## src/rtl/uart_tx_cfg.sv

```systemverilog
// Configurable UART transmitter: start bit, 5..9 data bits LSB first, optional parity, 1 or 2 stop bits.
// Each bit lasts OVERSAMPLE b_tick strobes; tx, tx_busy and tx_done are registered.
module uart_tx_cfg #(
  parameter int DATA_BITS  = 8,
  parameter int OVERSAMPLE = 16
) (
  input  logic                 clk,
  input  logic                 rst,
  input  logic                 start,
  input  logic                 b_tick,
  input  logic [DATA_BITS-1:0] tx_data,
  input  logic                 parity_en,
  input  logic                 parity_odd,
  input  logic                 two_stop,
  output logic                 tx_busy,
  output logic                 tx_done,
  output logic                 tx
);

  typedef enum logic [2:0] {
    S_IDLE   = 3'd0,
    S_WAIT   = 3'd1,
    S_START  = 3'd2,
    S_DATA   = 3'd3,
    S_PARITY = 3'd4,
    S_STOP   = 3'd5
  } state_t;

  localparam logic [5:0] TICK_LAST = 6'(OVERSAMPLE - 1);
  localparam logic [3:0] BIT_LAST  = 4'(DATA_BITS - 1);

  state_t               state_q, state_d;
  logic [5:0]           tick_q, tick_d;
  logic [3:0]           bit_q, bit_d;
  logic [DATA_BITS-1:0] shreg_q, shreg_d;
  logic [DATA_BITS-1:0] data_q, data_d;
  logic                 par_en_q, par_en_d;
  logic                 par_odd_q, par_odd_d;
  logic                 two_stop_q, two_stop_d;
  logic                 stop_q, stop_d;
  logic                 tx_q, tx_d;
  logic                 busy_q, busy_d;
  logic                 done_q, done_d;
  logic                 in_bit;
  logic                 bit_end;

  assign in_bit  = (state_q == S_START) || (state_q == S_DATA) ||
                   (state_q == S_PARITY) || (state_q == S_STOP);
  assign bit_end = in_bit && b_tick && (tick_q == TICK_LAST);

  always_ff @(posedge clk) begin
    if (rst) begin
      state_q    <= S_IDLE;
      tick_q     <= '0;
      bit_q      <= '0;
      shreg_q    <= '0;
      data_q     <= '0;
      par_en_q   <= 1'b0;
      par_odd_q  <= 1'b0;
      two_stop_q <= 1'b0;
      stop_q     <= 1'b0;
      tx_q       <= 1'b1;
      busy_q     <= 1'b0;
      done_q     <= 1'b0;
    end else begin
      state_q    <= state_d;
      tick_q     <= tick_d;
      bit_q      <= bit_d;
      shreg_q    <= shreg_d;
      data_q     <= data_d;
      par_en_q   <= par_en_d;
      par_odd_q  <= par_odd_d;
      two_stop_q <= two_stop_d;
      stop_q     <= stop_d;
      tx_q       <= tx_d;
      busy_q     <= busy_d;
      done_q     <= done_d;
    end
  end

  always_comb begin
    state_d    = state_q;
    tick_d     = tick_q;
    bit_d      = bit_q;
    shreg_d    = shreg_q;
    data_d     = data_q;
    par_en_d   = par_en_q;
    par_odd_d  = par_odd_q;
    two_stop_d = two_stop_q;
    stop_d     = stop_q;
    if (in_bit && b_tick) tick_d = bit_end ? 6'd0 : tick_q + 6'd1;
    case (state_q)
      S_IDLE: begin
        if (start) begin
          state_d    = S_WAIT;
          shreg_d    = tx_data;
          data_d     = tx_data;
          par_en_d   = parity_en;
          par_odd_d  = parity_odd;
          two_stop_d = two_stop;
          tick_d     = '0;
          bit_d      = '0;
          stop_d     = 1'b0;
        end
      end
      // A tick coincident with acceptance was seen in IDLE, so WAIT aligns to the next one.
      S_WAIT: begin
        tick_d = '0;
        if (b_tick) state_d = S_START;
      end
      S_START: begin
        bit_d = '0;
        if (bit_end) state_d = S_DATA;
      end
      S_DATA: begin
        if (bit_end) begin
          shreg_d = shreg_q >> 1;
          if (bit_q == BIT_LAST) state_d = par_en_q ? S_PARITY : S_STOP;
          else                   bit_d   = bit_q + 4'd1;
        end
      end
      S_PARITY: begin
        if (bit_end) begin
          state_d = S_STOP;
          stop_d  = 1'b0;
        end
      end
      S_STOP: begin
        if (bit_end) begin
          if (two_stop_q && !stop_q) begin
            stop_d = 1'b1;
          end else begin
            state_d = S_IDLE;
            stop_d  = 1'b0;
          end
        end
      end
      default: state_d = S_IDLE;
    endcase
  end

  // Outputs are decoded from the next state so the registered tx lines up with the state edge.
  always_comb begin
    case (state_d)
      S_START:  tx_d = 1'b0;
      S_DATA:   tx_d = shreg_d[0];
      S_PARITY: tx_d = (^data_q) ^ par_odd_q;
      default:  tx_d = 1'b1;
    endcase
    busy_d = (state_d != S_IDLE);
    done_d = (state_q == S_STOP) && (state_d == S_IDLE);
  end

  assign tx      = tx_q;
  assign tx_busy = busy_q;
  assign tx_done = done_q;

endmodule

```

## config.mk

```make
export PLATFORM = sky130hd
export DESIGN_NAME = uart_tx_cfg
export DESIGN_NICKNAME = d
export VERILOG_FILES = /design/src/rtl/uart_tx_cfg.sv
export SDC_FILE = /design/constraint.sdc
export NUM_CORES = 1
export LEC_CHECK = 0
export BUFFER_PORTS_ARGS = -buffer_cell sky130_fd_sc_hd__buf_2
export CORE_MARGIN = 2
export CORE_UTILIZATION = 60
export CTS_BUF_LIST = sky130_fd_sc_hd__clkbuf_8
export DETAILED_ROUTE_END_ITERATION = 10
export MAX_ROUTING_LAYER = met4
export PLACE_DENSITY = 0.86
export SLEW_MARGIN = 20
export SYNTH_ARGS = -nofsm -noshare
export SYNTH_HDL_FRONTEND = slang
export SYNTH_SLANG_ARGS = --single-unit
export TNS_END_PERCENT = 1
```

## constraint.sdc

```tcl
create_clock -name clk -period 2.8 [get_ports clk]
set_input_delay 0.56 -clock clk [delete_from_list [all_inputs] [get_ports clk]]
set_output_delay 0.56 -clock clk [all_outputs]
set_load 0.03 [all_outputs]
```

---- Yosys cells after proc, flatten, opt, wreduce, memory -nomap -nowiden ----
Index checks and enable logic that the tools add are counted.
Widths: inputs -> output; s select.
storage, ports and cells
  register bits ........................... 36
  bits in latches ......................... 0
  memory bits (writable) .................. 0
  ROM bits ................................ 0
  input bits .............................. 15
  logic and storage cells ................. 77
  memories kept ........................... 0
operators by class
  $add $sub $neg .......................... 2
  $mul .................................... 0
  divide/modulo/power cells ............... 0
  $lt $le $gt $ge ......................... 0
  eq/ne operators ......................... 15
  shift operators ......................... 0
  multiplexer cells ....................... 27
  bitwise logic cells ..................... 1
  reduce and logical (&&, ||, !) cells .... 19
operator list
  operator             count
  $mux 3               8
  $mux 6               3
  $pmux 3 s6           1
  $mux 8               2
  $pmux 8 s2           1
  $eq 3x2->1 const B   4
  $mux 4               3
  $pmux 4 s3           1
  $pmux 6 s2           1
  $ne 2x2->1 const B   5
  $eq 3x3->1 const B   3
  $reduce_bool 3->1    3
  $reduce_and 4->1     2
  $reduce_xor 8->1     1
  $add 6x1->6 const B  1
  $eq 6x4->1 const B   1
  $logic_not 3->1      2
  $pmux 1 s3           2
  $mux 1               5
  $add 4x1->4 const B  1
  $eq 4x3->1 const B   1
  $logic_and 1x1->1    4
  $eq 3x1->1 const B   1
  $logic_or 1x1->1     3
  other kinds (5)      5

---- Logic depth before layout (Yosys ltp) ----
Gate-level depths: netlist (run 1).
  word-level depth ........................ 10
  mapped depth ............................ 6
  gate-level depth less buffers ........... 6

---- Worst setup path after synthesis (run 1) ----
No wires, ideal clock.
  path type ............................... in2reg
  start ................................... in b_tick
  end ..................................... reg bit_q[3]
  setup time .............................. 0.070 ns
  arrival ................................. 1.600 ns
  required time ........................... 2.730 ns
  path slack .............................. 1.130 ns
  stages .................................. 5
  path buffers ............................ 0
  cell sequence ........................... and2_1 > nand3_1 > o22a_1 > or4_1 > a21oi_1
between the ends
  word-level cells in the longest chain between the ends .. 4
ends and longest elaborated chain
  what                               RTL line  RTL
  start, declared                    10        input logic b_tick,
  $logic_and 1x1->1 (2 in a row)     49        assign bit_end = in_bit && b_tick && (tick_q == TICK_LAST);
  $ne 2x2->1 (no source line)        -
  $reduce_and 4->1 (no source line)  -
  end signal, assigned               68        bit_q <= bit_d;
  end, declared                      34        logic [3:0] bit_q, bit_d;
No other way between the ends.
A chain may end at the register's enable or synchronous reset.

---- Worst setup path in the final report (run 1) ----
  start ................................... reg state_q[2]
  end ..................................... reg bit_q[3]
between the ends
  word-level cells in the longest chain between the ends .. 8
  elaborated cells between the ends (all ways) .. 16
ends and longest elaborated chain
  what                               RTL line  RTL
  start, declared                    32        state_t state_q, state_d;
  start signal, assigned             66        state_q <= state_d;
  $eq 3x2->1                         47, 92
  $logic_or 1x1->1 (2 in a row)      47        assign in_bit = (state_q == S_START) || (state_q == S_DATA) ||
  $logic_or 1x1->1                   48        (state_q == S_PARITY) || (state_q == S_STOP);
  $logic_and 1x1->1 (2 in a row)     49
  $ne 2x2->1 (no source line)        -
  $reduce_and 4->1 (no source line)  -
Parallel ways exist; a longest one is shown, timed or not.

==> results.toml, run 1 <==
[worst_setup_path]
crit_chain = "xor2_2 -> nand3_1 -> o22a_1 -> or4_1 -> a21oi_1"
crit_slowest_cell = "dfxtp_1"
critPathMaxStageDelay_ns = 0.71
worst-path-max-fanout = 19
arrival_ns = 2.23
worst-setup-path-type = "flip-flop to flip-flop"
cp_top_family = "flip-flops"
start_kind = "flip-flop"
reg2reg_slack_ns = 0.79
cp-end-kind = "flip-flop"
path_buf_inv = 0
required_ns = 3.02

[pwr]
leakagePower_nw = 0.696
power_density_nw_per_um2 = 576
power_mw = 1.07
ir_worst_vdd_uv = 500

[timing]
final_max_slew_viol_count = 0
fin_crit_sh_pct = 71.7
rsz0062_at_grt = "no"
maxSlewHeadroom_pct = 49.9
setup_viol = 0
period_minus_slack_ns = 2.01
fin_skew_ns = 0.00718
tns_ns = 0
fmax_ghz = 0.498
holdWs_ns = 0.452
tightest_slew_ns = 0.745
hold_viol = 0
fin_ws_ns = 0.793

[placed_design]
pre_cts_ws_ns = 0.797
gp_congestion = 0.820
dpl_cell_area_um2 = 1770
dp_cells = 244
io_buffers = 17
hpwlAfterDp_um = 2310

[die]
io_pins = 18
start_util_pct = 61.7
rows = 19
dieArea_um2 = 3220
coreArea_um2 = 2710
die_y_um = 56.8
die_w_um = 56.8

[grt]
grt_pass1_wl_um = 5550
grt_max_degree = 29
grt_remaining_overflow = 0
antenna_found_initial = 0
grt_pass1_vias = 1346
grt_util_all_layers_pct = 22.9

[yosys]
yosys_most_used_dff = "dfxtp_1"
ys_types = 43
synth_cells = 204
asyncSetResetFlopFracSynth_pct = 0
synth_edf_count = 0
postSynthAreaPerCell_um2 = 8.19
yosysWarnings = 0
synth_nets = 221
synth_seq_cells = 36
netlist_area_um2 = 1670
ys_seq_area_share_pct = 43.1

[clock_tree]
cts_made_buffers = 5
cts_htree_levels = 2
cts_setup_buffers = 0
cts.sinks = 36
cts_resized = 0
path_clk_slew_ns = 0.07
clockBufferDepth = 2
clk_latency_ns = 0.29
clockRootBuffer = "clkbuf_8"
cts_hold_buf = 0
cts_tree = "yes"

[final_layout]
drive_gt1_share_pct = 13.6
antenna_cells = 0
n_fill_cell = 229
final_core_util_pct = 68.7
final_nets = 237
final_cells = 252
final_area_um2 = 1860
synthToLayoutAreaGrowth_pct = 11.5
final_common_cell = "nand2_1"
layout_common_cells = "nand2_1, dfxtp_1, a21oi_1, nor2_1, buf_2"

[routing]
via_count = 1437
drtPass1Iterations = 4
drc = 0
wire_per_inst_um = 12.5
drtIter0Drc = 77
routed_wl_um = 3140
vias_per_cell = 5.70
drt.antenna.violating_nets = 0

[hold_path]
hold_class = "flip-flop to flip-flop"

[run_status]
status = "finished clean"

[job]
cap_viol_max_count = 0
==> power by group <==
group          leakage (nW)  total, mW  switching, mW  internal [mW]
Sequential            0.294      0.557         0.0203          0.537
Clock                0.0510      0.379          0.183          0.196
Combinational         0.352      0.138         0.0790         0.0587
Total                 0.696       1.07          0.282          0.792
==> cell usage after synthesis (2+ instances only) <==
library cell / count / area share (%)
nand2_1: 45 / 10
a21oi_1: 19 / 5.7
or4_1: 3 / 1.3
xnor2_1: 11 / 5.8
inv_1: 4 / 0.90
nand3_1: 6 / 1.8
o31ai_1: 4 / 1.8
ha_1: 2 / 1.5
nor2b_1: 3 / 1.1
nor2_1: 19 / 4.3
nor3_1: 5 / 1.5
o21ai_0: 2 / 0.60
mux2i_1: 4 / 2.4
nor4_1: 2 / 0.75
dfxtp_1: 36 / 43
clkbuf_1: 6 / 1.3
a31oi_1: 7 / 2.6
==> cell families (layout without fill, tap and decap cells) <==
kind of cell	Yosys count	count (layout)	share of synthesized area, %
mux	4	4	2.40
simple gates	95	95	27.5
compound gates	41	41	15.0
fa+ha+maj	2	2	1.50
flops	36	36	43.1
buf+inv	13	30	3.22
xor+xnor	13	13	7.26
==> worst register-to-register path: stages (launching register included) <==
cell and delay [ns]:
dfxtp_1 0.71, xor2_2 0.23, nand3_1 0.13, o22a_1 0.26
or4_1 0.48, a21oi_1 0.14
==> worst paths after layout <==
kind,start,endpoint,cells after the start
worst max-delay path,state_q[2],bit_q[3],5
worst min-delay path,two_stop_q,two_stop_q,2
worst max register to register,state_q[2],bit_q[3],5
worst min register to register,two_stop_q,two_stop_q,2
==> final cells by class <==
cell class | instances | area (um2) | share of cell area (%)
clock buffers | 6 | 82.6 | 4.43
well taps | 31 | 38.8 | 2.08
repair buffers | 18 | 92.6 | 4.97
inverters | 4 | 15.0 | 0.806
flip-flops and latches | 36 | 721 | 38.7
clock inverters | 2 | 10.0 | 0.537
multi-input cells | 155 | 903 | 48.5
==> routing by layer <==
layer  global-route usage (%)  vias up  part of all wire [%]
li1                         -      741                     -
met3                     4.84        6                   3.9
met2                     38.5       28                    49
met5                        -        -                     0
met1                     26.0      662                    45
met4                     10.6        0                   2.0
==> sequential cells by signal, summed over array words and instances, names as in the netlist <==
name,cells
bit_q,4
tx_done,1
tx_busy,1
par_en_q,1
state_q,3
two_stop_q,1
par_odd_q,1
stop_q,1
tick_q,6
data_q,8
tx,1
shreg_q,8
(Power assumes the default switching activity.)
==> run 2, diff against run 1 <==
- clock period: 2.8 -> 2.1 ns (I/O delays scaled with it)
==> run 2 against run 1 <==
Compared with the run above: first-iteration DRC count fell by 1.3%; flip-flop and latch count is the same; critical path depth unchanged; clock skew is essentially flat; worst setup slack got worse by 0.51 ns; combinational power up 41%; maximum frequency grew 10%; die area unchanged; via count increased by 2.2%; sequential share of layout area is 1.4 points lower; critical endpoint unchanged; largest power group unchanged; highest routed layer unchanged.
==> results.toml, run 2 (synthesis gave the netlist of run 1 again) <==
[die]
dieArea_um2 = 3220
rows = 19
die_y_um = 56.8
coreArea_um2 = 2710
io_pins = 18
start_util_pct = 61.7
die_w_um = 56.8

[clock_tree]
path_clk_slew_ns = 0.07
clockRootBuffer = "clkbuf_8"
cts_made_buffers = 5
cts_hold_buf = 0
cts_tree = "yes"
clk_latency_ns = 0.29
clockBufferDepth = 2
cts_resized = 0
cts_setup_buffers = 0
cts.sinks = 36
cts_htree_levels = 2

[worst_setup_path]
worst-setup-path-type = "flip-flop to flip-flop"
worstReg2RegStart = "state_q[2]"
arrival_ns = 2.05
worst-path-max-fanout = 8
required_ns = 2.33
reg2reg_to = "bit_q[3]"
crit_end = "bit_q[3]"
ff2ff_path_depth = 5
cp-startpoint = "state_q[2]"
cp-end-kind = "flip-flop"
reg2reg_slack_ns = 0.28
start_kind = "flip-flop"

[grt]
grt_pass1_vias = 1361
grt_pass1_wl_um = 5710
grt_util_all_layers_pct = 23.9
antenna_found_initial = 0
grt_remaining_overflow = 0
grt_max_degree = 29

[timing]
maxSlewHeadroom_pct = 66.9
rsz0062_at_grt = "no"
tightest_slew_ns = 0.490
tns_ns = 0
fin_crit_sh_pct = 86.8
fmax_ghz = 0.549
setup_viol = 0
hold_viol = 0
fin_skew_ns = 0.00706
period_minus_slack_ns = 1.82
final_max_slew_viol_count = 0

[pwr]
power_density_nw_per_um2 = 825
leakagePower_nw = 0.735
ir_worst_vdd_uv = 943

[placed_design]
dpl_cell_area_um2 = 1810
hpwlAfterDp_um = 2330
gp_congestion = 0.834
io_buffers = 17

[final_layout]
final_area_um2 = 1930
final_nets = 242
synthToLayoutAreaGrowth_pct = 15.7
multi_input_area_um2 = 903
n_fill_cell = 243
antenna_cells = 0
top_regs = "data_q x8, shreg_q x8, tick_q x6"
drive_gt1_share_pct = 15.5
seqCellArea_um2 = 721
layout_common_cells = "nand2_1, dfxtp_1, a21oi_1, nor2_1, buf_2"
final_core_util_pct = 71.4
final_common_cell = "nand2_1"

[routing]
vias_per_cell = 5.72
routed_wl_um = 3300
drt.antenna.violating_nets = 0
routed-wl-met2_um = 1580
wire_per_inst_um = 12.8
via_count = 1469
drtIter0Drc = 76
drc = 0
drtPass1Iterations = 4
dr_wl_met3_um = 151
highest_layer = "met4"
met1Wirelength_um = 1490

[hold_path]
min_path_cells = 3
hold_class = "primary input to flip-flop"

[job]
cap_viol_max_count = 0

[run_status]
status = "finished clean"
-- run 2: per-stage QoR --
stage | power [mW] | hold WS [ns] | instances | setup WS, ns
floorplan | 0.894 | 0.432 | 204 | 0.447
global placement | 0.945 | 0.444 | 249 | 0.301
detailed placement | 0.950 | 0.452 | 249 | 0.297
CTS | 1.61 | 0.359 | 257 | 0.287
global route | 1.67 | 0.388 | 257 | 0.112
finish | 1.60 | 0.362 | 257 | 0.278
-- run 2: report_power, final --
part	internal, mW	switching, mW	leakage, nW
Clock	0.419	0.242	0.0645
Combinational	0.0841	0.110	0.377
Sequential	0.716	0.0246	0.294
-- run 2: area by class of cell --
type / count / share of cell area [%]
Timing Repair Buffer: 23 / 6.73
Clock buffer: 7 / 4.98
Sequential cell: 36 / 37.3
Tap cell: 31 / 2.01
Inverter: 4 / 0.776
Multi-Input combinational cell: 155 / 46.7
Clock inverter: 1 / 1.55
-- run 2: worst min-delay path by stage --
stage / endpoint / from / slack, ns
floorplan: two_stop_q / two_stop_q / 0.43
global placement: two_stop_q / two_stop_q / 0.44
detailed placement: two_stop_q / two_stop_q / 0.45
CTS: two_stop_q / two_stop / 0.36
global route: par_en_q / parity_en / 0.39
finish: two_stop_q / two_stop / 0.36
-- run 2: critical path, cell delays in order (launching register included) --
cell	delay [ns]
dfxtp_1	0.50
xor2_2	0.21
nand3_1	0.14
o22a_1	0.26
or4_1	0.49
a21oi_1	0.15
-- run 2: metal layers --
metal / vias to the layer above / global-route usage [%]
li1: 755 / -
met1: 676 / 25.5
met2: 30 / 39.4
met3: 8 / 7.83
met5: - / -
met4: 0 / 12.3
==> run 3, diff against run 2 <==
- CELL_PAD_IN_SITES_DETAIL_PLACEMENT: not set -> 1
- CELL_PAD_IN_SITES_GLOBAL_PLACEMENT: not set -> 1
- CORE_UTILIZATION: 60 -> 45
==> run 3 against run 2 <==
Compared with the run above: clock skew shrank 0.0042 ns; non-clock buffer count rose by 1; first-iteration DRC count shrank 17%; sequential share of layout area up 0.15 points; clock-buffer cell count shrank 1; flip-flop and latch count unchanged; clock power fell by 26%; hold slack improved by 0.0089 ns; maximum frequency down 3.4%; utilization shrank 18 points; critical path depth up 1; largest cell class unchanged; critical endpoint unchanged; highest routed layer unchanged.
==> results.toml, run 3 (synthesis gave the netlist of run 1 again) <==
[run_status]
status = "finished clean"

[timing]
tns_ns = 0
tightest_slew_ns = 0.518
fin_skew_ns = 0.00281
rsz0062_at_grt = "no"
setup_viol = 0
final_max_slew_viol_count = 0
fin_ws_ns = 0.214
maxSlewHeadroom_pct = 65.0
fin_crit_sh_pct = 89.8
period_minus_slack_ns = 1.89
fmax_ghz = 0.530
hold_viol = 0

[placed_design]
hpwlAfterDp_um = 2950
pre_cts_ws_ns = 0.217
gp_congestion = 0.864
dpl_cell_area_um2 = 1840
io_buffers = 17

[final_layout]
final_core_util_pct = 53.4
drive_gt1_share_pct = 15.0
top_regs = "data_q x8, shreg_q x8, tick_q x6"
final_common_cell = "nand2_1"
multi_input_area_um2 = 903
layout_common_cells = "nand2_1, dfxtp_1, a21oi_1, nor2_1, buf_2"
antenna_cells = 0
final_area_um2 = 1930
final_nets = 243
synthToLayoutAreaGrowth_pct = 15.3
seqCellArea_um2 = 721
n_fill_cell = 477

[grt]
busiest_layer = "met2"
antenna_found_initial = 0
grt_pass1_vias = 1537
grt_remaining_overflow = 0
grt_util_all_layers_pct = 21.4
use_met2_pct = 38.1
globalRouteMet3Util_pct = 5.21
grt_pass1_wl_um = 6770
grt_max_degree = 17
gr-usage-met1_pct = 23.5

[routing]
drt.antenna.violating_nets = 0
drtPass1Iterations = 4
routed_wl_um = 3950
via_count = 1496
drc = 0
vias_per_cell = 5.44
drtIter0Drc = 63
wire_per_inst_um = 14.3

[worst_setup_path]
worst-setup-path-type = "flip-flop to flip-flop"
arrival_ns = 2.10
required_ns = 2.32
worst-path-max-fanout = 8
start_kind = "flip-flop"
cp-end-kind = "flip-flop"

[clock_tree]
cts_hold_buf = 0
cts_htree_levels = 2
clockRootBuffer = "clkbuf_8"
path_clk_slew_ns = 0.07
cts_resized = 0
clockBufferDepth = 2
clk_latency_ns = 0.28
cts.sinks = 36
cts_made_buffers = 5
cts_setup_buffers = 0
cts_tree = "yes"

[job]
cap_viol_max_count = 0

[die]
rows = 22
start_util_pct = 46.4
dieArea_um2 = 4220
die_w_um = 65.0
coreArea_um2 = 3610
io_pins = 18
die_y_um = 65.0

[pwr]
power_density_nw_per_um2 = 744
leakagePower_nw = 0.729
power_mw = 1.43
ir_worst_vdd_uv = 427

[hold_path]
hold_class = "primary input to flip-flop"
[run 3: changes by cell type in the layout (fill, tap and decap cells not counted)]
cell	before	now
bufinv_16	1	0
clkbuf_8	7	6
inv_1	4	6
buf_4	6	7
[run 3: per-layer routing]
layer	vias to the layer above	wire length [um]
li1	752	-
met1	719	1760
met2	20	2010
met3	5	120
met4	0	53
met5	-	0
[run 3: path summary, 6_finish.rpt]
kind / start / end / slack (ns) / depth (start not counted)
max reg2reg: tick_q[0] / bit_q[3] / 0.21 / 6
min reg2reg: shreg_q[7] / shreg_q[7] / 0.46 / 2
min: two_stop / two_stop_q / 0.37 / 3
max: tick_q[0] / bit_q[3] / 0.21 / 6
[run 3: critical path, cell delays in order (launching register included)]
cell and delay [ns]:
dfxtp_1 0.38, ha_1 0.22, and2_1 0.16, nand3_1 0.13, o22a_1 0.28, or4_1 0.50
a21oi_1 0.15
[run 3: layout make-up]
cell class	count	area share [%]
inverters	4	0.779
clock buffers	6	4.29
multi-input cells	155	46.9
repair buffers	24	7.14
flip-flops and latches	36	37.4
well taps	48	3.12
clock inverters	2	0.390
[run 3: power by group]
group / internal (mW) / leakage, nW / switching [mW]
sequential: 0.716 / 0.294 / 0.0246
clock: 0.258 / 0.0538 / 0.233
combinational: 0.0854 / 0.382 / 0.118
total: 1.06 / 0.729 / 0.375
[run 3: per-stage QoR]
step | std cells | hold slack, ns
floorplan | 204 | 0.432
global placement | 267 | 0.446
detailed placement | 267 | 0.455
CTS | 275 | 0.366
global route | 275 | 0.386
finish | 275 | 0.371
